## config.mk

```make
export PLATFORM = sky130hd
export DESIGN_NAME = multicycle_control_unit
export DESIGN_NICKNAME = d
export VERILOG_FILES = /design/src/rtl/ctrl_pkg.sv /design/src/rtl/instr_decode.sv /design/src/rtl/multicycle_control_unit.sv
export SDC_FILE = /design/constraint.sdc
export NUM_CORES = 1
export LEC_CHECK = 0
export BUFFER_PORTS_ARGS = -buffer_cell sky130_fd_sc_hd__buf_2
export CAP_MARGIN = 20
export CORE_AREA = 2 2 56 58
export CTS_CLUSTER_DIAMETER = 150
export DETAILED_ROUTE_END_ITERATION = 8
export DIE_AREA = 0 0 58 60
export HOLD_SLACK_MARGIN = 0.06
export PLACE_DENSITY_LB_ADDON = 0.25
export SYNTH_ARGS = -nofsm -noshare
export SYNTH_HDL_FRONTEND = slang
export SYNTH_HIERARCHICAL = 1
export SYNTH_SLANG_ARGS = --single-unit
```

## constraint.sdc

```tcl
create_clock -name clk -period 4.27 [get_ports clk]
set_input_delay 0.427 -clock clk [delete_from_list [all_inputs] [get_ports clk]]
set_output_delay 0.427 -clock clk [all_outputs]
set_load 0.1 [all_outputs]
```

## src/rtl/ctrl_pkg.sv

```systemverilog
// Shared opcodes, ALU codes, FSM state encoding and the decoded control bundle
// used by multicycle_control_unit and its instruction decoder.
package ctrl_pkg;

  localparam logic [6:0] OP_R      = 7'b0110011;
  localparam logic [6:0] OP_IMM    = 7'b0010011;
  localparam logic [6:0] OP_LUI    = 7'b0110111;
  localparam logic [6:0] OP_JAL    = 7'b1101111;
  localparam logic [6:0] OP_JALR   = 7'b1100111;
  localparam logic [6:0] OP_LOAD   = 7'b0000011;
  localparam logic [6:0] OP_STORE  = 7'b0100011;
  localparam logic [6:0] OP_BRANCH = 7'b1100011;

  localparam logic [3:0] ALU_AND  = 4'd0;
  localparam logic [3:0] ALU_OR   = 4'd1;
  localparam logic [3:0] ALU_ADD  = 4'd2;
  localparam logic [3:0] ALU_SUB  = 4'd3;
  localparam logic [3:0] ALU_SLTU = 4'd4;
  localparam logic [3:0] ALU_SLT  = 4'd5;
  localparam logic [3:0] ALU_XOR  = 4'd6;
  localparam logic [3:0] ALU_SLL  = 4'd7;
  localparam logic [3:0] ALU_SRL  = 4'd8;
  localparam logic [3:0] ALU_SRA  = 4'd9;

  localparam logic [1:0] PC_PLUS4  = 2'd0;
  localparam logic [1:0] PC_BRANCH = 2'd1;
  localparam logic [1:0] PC_JAL    = 2'd2;
  localparam logic [1:0] PC_JALR   = 2'd3;

  typedef enum logic [2:0] {
    ST_RST    = 3'd0,
    ST_FETCH  = 3'd1,
    ST_DECODE = 3'd2,
    ST_EXEC   = 3'd3,
    ST_MEM    = 3'd4,
    ST_WB     = 3'd5,
    ST_TRAP   = 3'd6
  } state_t;

  typedef enum logic [2:0] {
    K_ALU, K_LUI, K_JAL, K_JALR, K_LOAD, K_STORE, K_BRANCH
  } kind_t;

  // br_on_zero: the branch is taken when the ALU zero flag equals this bit
  typedef struct packed {
    kind_t      kind;
    logic [3:0] alu;
    logic       alusrc;
    logic       br_on_zero;
  } ctrl_t;

  localparam ctrl_t CTRL_NOP = '{kind: K_ALU, alu: ALU_ADD, alusrc: 1'b0, br_on_zero: 1'b0};

  function automatic logic [3:0] alu_from_f3(input logic [2:0] f3, input logic alt);
    case (f3)
      3'b000:  alu_from_f3 = alt ? ALU_SUB : ALU_ADD;
      3'b001:  alu_from_f3 = ALU_SLL;
      3'b010:  alu_from_f3 = ALU_SLT;
      3'b011:  alu_from_f3 = ALU_SLTU;
      3'b100:  alu_from_f3 = ALU_XOR;
      3'b101:  alu_from_f3 = alt ? ALU_SRA : ALU_SRL;
      3'b110:  alu_from_f3 = ALU_OR;
      default: alu_from_f3 = ALU_AND;
    endcase
  endfunction

endpackage

```

## src/rtl/instr_decode.sv

```systemverilog
// Combinational map from an RV32I instruction word to the control bundle and an
// illegal flag. Define BRANCH_FULL_EN to accept BLT/BGE/BLTU/BGEU.
module instr_decode
  import ctrl_pkg::*;
(
  input  logic [31:0] instr,
  output ctrl_t       ctrl,
  output logic        illegal
);

  logic [6:0] opcode;
  logic [2:0] funct3;
  logic [6:0] funct7;
  logic       unused_fields;

  assign opcode        = instr[6:0];
  assign funct3        = instr[14:12];
  assign funct7        = instr[31:25];
  assign unused_fields = ^{instr[24:15], instr[11:7]};

  always_comb begin
    ctrl    = CTRL_NOP;
    illegal = 1'b0;
    case (opcode)
      OP_R: begin
        ctrl.alu = alu_from_f3(funct3, funct7 == 7'h20);
        if (funct7 == 7'h20)
          illegal = !(funct3 == 3'b000 || funct3 == 3'b101);
        else if (funct7 != 7'h00)
          illegal = 1'b1;
      end
      OP_IMM: begin
        ctrl.alusrc = 1'b1;
        ctrl.alu    = alu_from_f3(funct3, funct3 == 3'b101 && funct7 == 7'h20);
      end
      OP_LUI: begin
        ctrl.kind   = K_LUI;
        ctrl.alusrc = 1'b1;
      end
      OP_JAL: ctrl.kind = K_JAL;
      OP_JALR: begin
        ctrl.kind   = K_JALR;
        ctrl.alusrc = 1'b1;
        illegal     = funct3 != 3'b000;
      end
      OP_LOAD: begin
        ctrl.kind   = K_LOAD;
        ctrl.alusrc = 1'b1;
        illegal     = funct3 != 3'b010;
      end
      OP_STORE: begin
        ctrl.kind   = K_STORE;
        ctrl.alusrc = 1'b1;
        illegal     = funct3 != 3'b010;
      end
      OP_BRANCH: begin
        ctrl.kind = K_BRANCH;
        ctrl.alu  = ALU_SUB;
        case (funct3)
          3'b000: ctrl.br_on_zero = 1'b1;
          3'b001: ctrl.br_on_zero = 1'b0;
`ifdef BRANCH_FULL_EN
          // SLT/SLTU yields nonzero when "less than", so BLT* take on !zero
          3'b100: begin ctrl.alu = ALU_SLT;  ctrl.br_on_zero = 1'b0; end
          3'b101: begin ctrl.alu = ALU_SLT;  ctrl.br_on_zero = 1'b1; end
          3'b110: begin ctrl.alu = ALU_SLTU; ctrl.br_on_zero = 1'b0; end
          3'b111: begin ctrl.alu = ALU_SLTU; ctrl.br_on_zero = 1'b1; end
`endif
          default: illegal = 1'b1;
        endcase
      end
      default: illegal = 1'b1;
    endcase
  end

endmodule

```

## src/rtl/multicycle_control_unit.sv

```systemverilog
// Multi-cycle RV32I control FSM (FETCH/DECODE/EXEC/MEM/WB/TRAP) with memory
// handshakes, wait timeouts and sticky traps. BRANCH_FULL_EN enables BLT/BGE*.
module multicycle_control_unit
  import ctrl_pkg::*;
#(
  parameter int ALUCTL_W  = 4,
  parameter int TIMEOUT_W = 4
) (
  input  logic                clk,
  input  logic                rst_n,
  input  logic [31:0]         instr,
  input  logic                zero,
  input  logic                imem_ack,
  input  logic                dmem_ack,
  output logic                imem_req,
  output logic                dmem_req,
  output logic                memwrite,
  output logic                mem2reg,
  output logic                alusrc,
  output logic                regwrite,
  output logic [ALUCTL_W-1:0] aluctl,
  output logic                ir_we,
  output logic                pc_we,
  output logic [1:0]          pc_src,
  output logic                is_lui,
  output logic                illegal,
  output logic                mem_timeout,
  output logic [2:0]          state
);

  // Last counter value still allowed to wait; one more idle cycle trips the trap
  localparam logic [TIMEOUT_W-1:0] WAIT_LAST = TIMEOUT_W'((2 ** TIMEOUT_W) - 2);

  state_t               cur;
  ctrl_t                ctrl_q;
  ctrl_t                dec_ctrl;
  logic                 dec_illegal;
  logic [TIMEOUT_W-1:0] wait_cnt;
  logic                 illegal_q;
  logic                 timeout_q;

  instr_decode u_decode (
    .instr   (instr),
    .ctrl    (dec_ctrl),
    .illegal (dec_illegal)
  );

  always_ff @(posedge clk or negedge rst_n) begin
    if (!rst_n) begin
      cur       <= ST_RST;
      ctrl_q    <= CTRL_NOP;
      wait_cnt  <= '0;
      illegal_q <= 1'b0;
      timeout_q <= 1'b0;
    end else begin
      case (cur)
        ST_RST: begin
          cur      <= ST_FETCH;
          wait_cnt <= '0;
        end
        ST_FETCH: begin
          if (imem_ack) begin
            cur <= ST_DECODE;
          end else if (wait_cnt == WAIT_LAST) begin
            cur       <= ST_TRAP;
            timeout_q <= 1'b1;
          end else begin
            wait_cnt <= wait_cnt + 1'b1;
          end
        end
        ST_DECODE: begin
          ctrl_q <= dec_ctrl;
          if (dec_illegal) begin
            cur       <= ST_TRAP;
            illegal_q <= 1'b1;
          end else begin
            cur <= ST_EXEC;
          end
        end
        ST_EXEC: begin
          case (ctrl_q.kind)
            K_LOAD, K_STORE: begin
              cur      <= ST_MEM;
              wait_cnt <= '0;
            end
            K_BRANCH: begin
              cur      <= ST_FETCH;
              wait_cnt <= '0;
            end
            default: cur <= ST_WB;
          endcase
        end
        ST_MEM: begin
          if (dmem_ack) begin
            if (ctrl_q.kind == K_STORE) begin
              cur      <= ST_FETCH;
              wait_cnt <= '0;
            end else begin
              cur <= ST_WB;
            end
          end else if (wait_cnt == WAIT_LAST) begin
            cur       <= ST_TRAP;
            timeout_q <= 1'b1;
          end else begin
            wait_cnt <= wait_cnt + 1'b1;
          end
        end
        ST_WB: begin
          cur      <= ST_FETCH;
          wait_cnt <= '0;
        end
        ST_TRAP: cur <= ST_TRAP;
        default: cur <= ST_TRAP;
      endcase
    end
  end

  // Handshake-qualified strobes (ir_we, pc_we on a store ack, branch pc_src)
  // follow the same-cycle input so the datapath acts on the ack/zero edge.
  always_comb begin
    imem_req = 1'b0;
    dmem_req = 1'b0;
    memwrite = 1'b0;
    mem2reg  = 1'b0;
    alusrc   = 1'b0;
    regwrite = 1'b0;
    aluctl   = ALUCTL_W'(ALU_ADD);
    ir_we    = 1'b0;
    pc_we    = 1'b0;
    pc_src   = PC_PLUS4;
    is_lui   = 1'b0;
    case (cur)
      ST_FETCH: begin
        imem_req = 1'b1;
        ir_we    = imem_ack;
      end
      ST_EXEC: begin
        aluctl = ALUCTL_W'(ctrl_q.alu);
        alusrc = ctrl_q.alusrc;
        if (ctrl_q.kind == K_BRANCH) begin
          pc_we  = 1'b1;
          pc_src = (zero == ctrl_q.br_on_zero) ? PC_BRANCH : PC_PLUS4;
        end
      end
      ST_MEM: begin
        aluctl   = ALUCTL_W'(ctrl_q.alu);
        alusrc   = ctrl_q.alusrc;
        dmem_req = 1'b1;
        memwrite = ctrl_q.kind == K_STORE;
        pc_we    = (ctrl_q.kind == K_STORE) && dmem_ack;
      end
      ST_WB: begin
        aluctl   = ALUCTL_W'(ctrl_q.alu);
        alusrc   = ctrl_q.alusrc;
        regwrite = 1'b1;
        pc_we    = 1'b1;
        mem2reg  = ctrl_q.kind == K_LOAD;
        is_lui   = ctrl_q.kind == K_LUI;
        case (ctrl_q.kind)
          K_JAL:   pc_src = PC_JAL;
          K_JALR:  pc_src = PC_JALR;
          default: pc_src = PC_PLUS4;
        endcase
      end
      default: ;
    endcase
  end

  assign illegal     = illegal_q;
  assign mem_timeout = timeout_q;
  assign state       = cur;

endmodule

```

==> results.sh, run 1 <==
export IMPL_start_util_pct=49.8
export IMPL_p_switching_mw=0.662
export IMPL_grt_setup_unrepaired="no"
export IMPL_timing_reg2reg_worst_path_depth=3
export IMPL_core_um2=2900
export IMPL_ys_flop_type="dfrtp_1"
export IMPL_crit_type="reg2out"
export IMPL_r2r_slack_ns=2.46
export IMPL_root_buffer="clkbuf_4"
export IMPL_placed_cells=226
export IMPL_arrival_ns=2.13
export IMPL_yosysSeqAreaShare_pct=31.2
export IMPL_timing_rr_start="state[1]"
export IMPL_post_cts_resize_count=0
export IMPL_dp_hpwl_um=2470
export IMPL_wl_um=3170
export IMPL_nNetsFinal=238
export IMPL_die_x_um=58
export IMPL_drc=0
export IMPL_maxCapViolations=0
export IMPL_ys_ff_latch=18
export IMPL_syn_area_um2=1450
export IMPL_dieHeight_um=60
export IMPL_cp_start_kind="register"
export IMPL_hp_class="in2reg"
export IMPL_synthToLayoutAreaGrowth_pct=16.5
export IMPL_clockBufferDepth=2
export IMPL_hold_buffers=1
export IMPL_p_int_mw=0.427
export IMPL_combPwrFrac_pct=63.8
export IMPL_vias=1374
export IMPL_outcome="complete, no violations"
export IMPL_max_clock_freq_mhz=391
export IMPL_vias_per_cell=5.95
export IMPL_grt_pass1_wl_um=5410
export IMPL_yosys_top_cells_count="dfrtp_1 (17), nor2_1 (10), mux2_4 (9), nor2b_1 (9), nand2_1 (8)"
export IMPL_ys_top_cells_by_area="dfrtp_1 (29%), mux2_4 (9.3%), nor2b_1 (3.9%)"
export IMPL_cts_clk_slew_worst_paths_ns=0.10
export IMPL_setup_viol=0
export IMPL_ys_warn_count=6
export IMPL_crit_chain="nor2b_1 > mux2i_1 > or2_1 > buf_2"
export IMPL_p_seq_share_pct=28.0
export IMPL_required_ns=3.84
export IMPL_synth_edff_count=0
export IMPL_pwr_share_clk_pct=8.1
export IMPL_relSlewSlack_pct=58.6
export IMPL_grt_max_degree=19
export IMPL_yosysMostFrequentCell="dfrtp_1"
export IMPL_synth_top_area_share_pct=29.4
export IMPL_antenna_found_initial=0
export IMPL_min_path_cells=3
export IMPL_cts_setup_buffers=0
export IMPL_worst_hold_slack_ns=0.460
export IMPL_clk_insertion_delay_late_ns=0.30
export IMPL_grt_pass1_vias=1304
export IMPL_yosys_area_top_type="dfrtp_1"
export IMPL_die_area_um2=3480
export IMPL_diodes=0
export IMPL_finalClockSkew_ns=0.00523
export IMPL_ant_nets=0
export IMPL_p_sw_share_pct=60.8
export IMPL_min_period_ns=2.56
export IMPL_layoutNonFillerInstCount=231
export IMPL_drive_gt1_share_pct=30.8
export IMPL_drtIter0Drc=73
export IMPL_port_buffers=41
export IMPL_ys_types=54
export IMPL_setup_tns_ns=0
export IMPL_seq_area_um2=452
export IMPL_track_usage_pct=20.0
export IMPL_gr_total_overflow=0
export IMPL_power_density_nw_per_um2=646
export IMPL_fin_crit_sh_pct=59.9
export IMPL_cts_buffers=3
export IMPL_path_max_fanout=16
export IMPL_cp_end_kind="output pin"
export IMPL_globalplace_congestion=0.858
export IMPL_irDropWorstVdd_uv=693
export IMPL_cts_sinks=18
export IMPL_hold_end="state[0]"
export IMPL_synth_avg_cell_area_um2=8.93
export IMPL_hold_path_startpoint="imem_ack"
export IMPL_num_fill_cells=270
export IMPL_pin_count=57
export IMPL_drt_first_pass_iters=4
export IMPL_syn_inst=162
export IMPL_row_count=20
export IMPL_drv_slew=0
export IMPL_wire_per_inst_um=13.7
export IMPL_reg2reg_to="ctrl_q[2]"
export IMPL_tightest_slew_ns=0.619
export IMPL_leakage_nw=0.806
export IMPL_multi_input_area_um2=921
export IMPL_finalHoldViolations=0
export IMPL_htree_num_levels=1
export IMPL_synth_nets=201
export IMPL_slowest_delay_ns=0.59
export IMPL_cts_tree="yes"
export IMPL_crit_path_top_delay_cell="dfrtp_1"
export IMPL_synthArstFlopShare_pct=100
per-layer routing:
| layer | up-vias | share of wire [%] | GRT usage [%] |
|---|---|---|---|
| li1 | 668 | - | - |
| met1 | 644 | 42 | 23.6 |
| met2 | 54 | 51 | 36.5 |
| met3 | 8 | 4.9 | 1.30 |
| met4 | 0 | 1.8 | 10.3 |
| met5 | - | 0 | 0 |
worst max path at each step:
stage	startpoint	end	slack, ns	cells after the start
after CTS	state[0]	aluctl[1]	1.70	4
after floorplan	state[0]	mem2reg	0.21	3
after global routing	state[0]	aluctl[0]	1.54	4
final	state[0]	aluctl[1]	1.71	4
after global placement	instr[26]	state[2]	2.01	9
after detailed placement	instr[26]	state[2]	1.99	9
power groups by stage:
stage	Combinational, mW	Clock (mW)	Sequential, mW
3_5_place_dp	0.695	0	0.307
4_1_cts	0.697	0.0923	0.303
3_3_place_gp	0.684	0	0.301
6_report	0.696	0.0883	0.306
5_1_grt	0.738	0.0975	0.318
2_1_floorplan	0.506	0	0.388
flip-flops by register name (all words and copies together), names as in the netlist:
register and cells:
ctrl_q 9, state 3, wait_cnt 4, illegal 1, mem_timeout 1
final cells by class:
| class | instances | area share, % |
|---|---|---|
| Multi-Input combinational cell | 126 | 54.6 |
| Sequential cell | 18 | 26.8 |
| Timing Repair Buffer | 42 | 12.8 |
| Tap cell | 33 | 2.45 |
| Inverter | 8 | 1.78 |
| Clock buffer | 4 | 1.56 |
critical path: cells and delay by family, from the launching register on:
family / cells / cell delay [ns]
and+or+nand+nor: 2 / 0.42
buffers and inverters: 1 / 0.42
muxes: 1 / 0.40
DFF: 1 / 0.59
cells in the final DEF (no fill, tap or decap), types with 5 or more instances in the layout:
cell type  instances
nor2b_1            9
inv_1              7
o21ai_0            6
nand2_1            8
buf_2             41
mux2_4             9
dfrtp_1           17
nor2_1            10
nand3_1            5
stage by stage:
| stage | setup WS [ns] | power [mW] | utilization (%) | cell area, um^2 |
|---|---|---|---|---|
| after floorplan | 0.214 | 0.893 | - | 1450 |
| after global routing | 1.54 | 1.15 | 58.1 | 1690 |
| after CTS | 1.70 | 1.09 | 58.1 | 1690 |
| final | 1.71 | 1.09 | 58.1 | 1690 |
| after global placement | 2.01 | 0.985 | 56.8 | 1650 |
| after detailed placement | 1.99 | 1.00 | 56.8 | 1650 |
logic make-up after synthesis:
| group | synth area share [%] |
|---|---|
| AO/OA/AOI/OAI | 20.0 |
| XOR/XNOR | 1.82 |
| adder cells (fa/ha/maj) | 1.73 |
| buffers and inverters | 5.45 |
| flip-flops | 31.2 |
| multiplexers | 10.7 |
| AND/OR/NAND/NOR | 29.1 |
No activity file was read; power rests on OpenSTA's default activity.
==> run 2, diff against run 1 <==
Settings changed: CORE_AREA 2 2 56 58 to 2 2 58 60, DIE_AREA 0 0 58 60 to 0 0 60 62.
Clock period 4.27 ns to 2.6 ns, I/O delays scaled along.
==> results.sh, run 2 (synthesized netlist as in run 1, its figures left out) <==
export IMPL_crit_type="reg2out"
export IMPL_finish_instance_area_um2=1790
export IMPL_outcome="complete, no violations"
export IMPL_cts_sinks=18
export IMPL_drc=0
export IMPL_largest_reg_flops=9
export IMPL_diodes=0
export IMPL_leakage_nw=0.828
export IMPL_required_ns=2.34
export IMPL_fin_crit_sh_pct=87.5
export IMPL_gr_total_overflow=0
export IMPL_track_usage_pct=18.7
export IMPL_timing_rr_start="state[1]"
export IMPL_crit_end="pc_src[0]"
export IMPL_die_x_um=60
export IMPL_port_buffers=41
export IMPL_grt_pass1_vias=1288
export IMPL_cts_setup_buffers=0
export IMPL_use_met3_pct=1.24
export IMPL_hp_class="in2reg"
export IMPL_top_usage_layer="met2"
export IMPL_core_um2=3180
export IMPL_cp_start_kind="register"
export IMPL_num_fill_cells=293
export IMPL_clk_insertion_delay_late_ns=0.30
export IMPL_grt_setup_unrepaired="no"
export IMPL_hold_path_startpoint="imem_ack"
export IMPL_nNetsFinal=240
export IMPL_arrival_ns=2.01
export IMPL_wire_per_inst_um=13.5
export IMPL_root_buffer="clkbuf_4"
export IMPL_mostFrequentLayoutCells="buf_2 (41), dfrtp_1 (15), nor2_1 (9), mux2_4 (9), nand2_1 (8)"
export IMPL_min_period_ns=2.27
export IMPL_max_clock_freq_mhz=440
export IMPL_maxCapViolations=0
export IMPL_cts_tree="yes"
export IMPL_drtIter0Drc=78
export IMPL_globalplace_congestion=0.894
export IMPL_cts_clk_slew_worst_paths_ns=0.10
export IMPL_vias=1368
export IMPL_path_max_fanout=18
export IMPL_start_util_pct=45.5
export IMPL_grt_max_degree=19
export IMPL_pin_count=57
export IMPL_cp_end_kind="output pin"
export IMPL_r2r_slack_ns=0.90
export IMPL_drv_slew=0
export IMPL_finalHoldViolations=0
export IMPL_vias_per_cell=5.56
export IMPL_row_count=21
export IMPL_tightest_slew_ns=0.640
export IMPL_clockBufferDepth=2
export IMPL_synthToLayoutAreaGrowth_pct=23.8
export IMPL_finalClockSkew_ns=0.00128
export IMPL_grt_pass1_wl_um=5350
export IMPL_setup_viol=0
export IMPL_drive_gt1_share_pct=38.0
export IMPL_setup_tns_ns=0
export IMPL_cts_buffers=3
export IMPL_met2_usage_pct=35.9
export IMPL_reg2reg_to="ctrl_q[6]"
export IMPL_antenna_found_initial=0
export IMPL_timing_reg2reg_worst_path_depth=3
export IMPL_final_core_util_pct=56.3
export IMPL_die_area_um2=3720
export IMPL_met1_usage_pct=22.0
export IMPL_drt_first_pass_iters=4
export IMPL_ant_nets=0
export IMPL_layout_commonest_cell="buf_2"
export IMPL_wl_um=3310
export IMPL_cp_startpoint="state[1]"
export IMPL_irDropWorstVdd_uv=347
export IMPL_htree_num_levels=1
export IMPL_dp_hpwl_um=2550
export IMPL_relSlewSlack_pct=57.2
export IMPL_dieHeight_um=62
export IMPL_placed_area_um2=1740
export IMPL_top_register="ctrl_q"
export IMPL_power_density_nw_per_um2=1070
==> run 2: changes by cell type in the layout (fill, tap and decap cells not counted), moves of 2 or more <==
cell     previous run  this run
buf_4               0         2
nor2b_2             0         4
dfrtp_1            17        15
nor2b_1             9         5
dfrtp_2             0         2
==> run 2: cell type report <==
| class | count | area (um^2) | share of cell area [%] |
|---|---|---|---|
| sequential | 18 | 454 | 25.4 |
| timing repair buffer | 44 | 230 | 12.9 |
| inverter | 8 | 30.0 | 1.68 |
| multi-input combinational | 126 | 982 | 54.9 |
| clock buffer | 4 | 36.3 | 2.03 |
| tap | 46 | 57.6 | 3.21 |
==> run 2: stage by stage <==
stage	hold WS (ns)	total power [mW]	setup slack, ns	std cells
2_1_floorplan	-0.0356	1.53	-0.332	162
3_5_place_dp	0.222	1.74	0.507	241
4_1_cts	0.298	1.92	0.312	246
5_1_grt	0.319	2.02	0.222	246
3_3_place_gp	0.211	1.71	0.528	241
6_report	0.303	1.91	0.326	246
==> run 2: what timing repair did <==
item | in CTS | in global routing
resized for setup | 0 | 0
hold endpoints to repair | 17 | 0
hold buffers | 1 | 0
==> run 2: power breakdown <==
part | internal, mW | total (mW) | switching [mW]
registers | 0.355 | 0.484 | 0.129
logic | 0.338 | 1.25 | 0.910
clock network | 0.0855 | 0.176 | 0.0909
total | 0.779 | 1.91 | 1.13
==> run 2: critical path, stage by stage, from the launching register on <==
cell and delay, ns:
dfrtp_2 0.57, nand3b_1 0.27, nor2_1 0.14, nand2_1 0.15, a21boi_4 0.15, buf_2 0.43
==> run 2: routing by layer <==
metal,share of wire [%],up-vias
met5,0,-
li1,-,667
met2,52,40
met1,43,657
met4,1.1,0
met3,3.4,4
==> run 2: how the worst min path moves through the flow <==
stage	endpoint	slack, ns	cells past startpoint
after CTS	state[0]	0.30	3
after global placement	ctrl_q[7]	0.21	1
after global routing	state[0]	0.32	3
after floorplan	ctrl_q[0]	-0.04	0
after detailed placement	illegal	0.22	1
final	state[0]	0.30	3
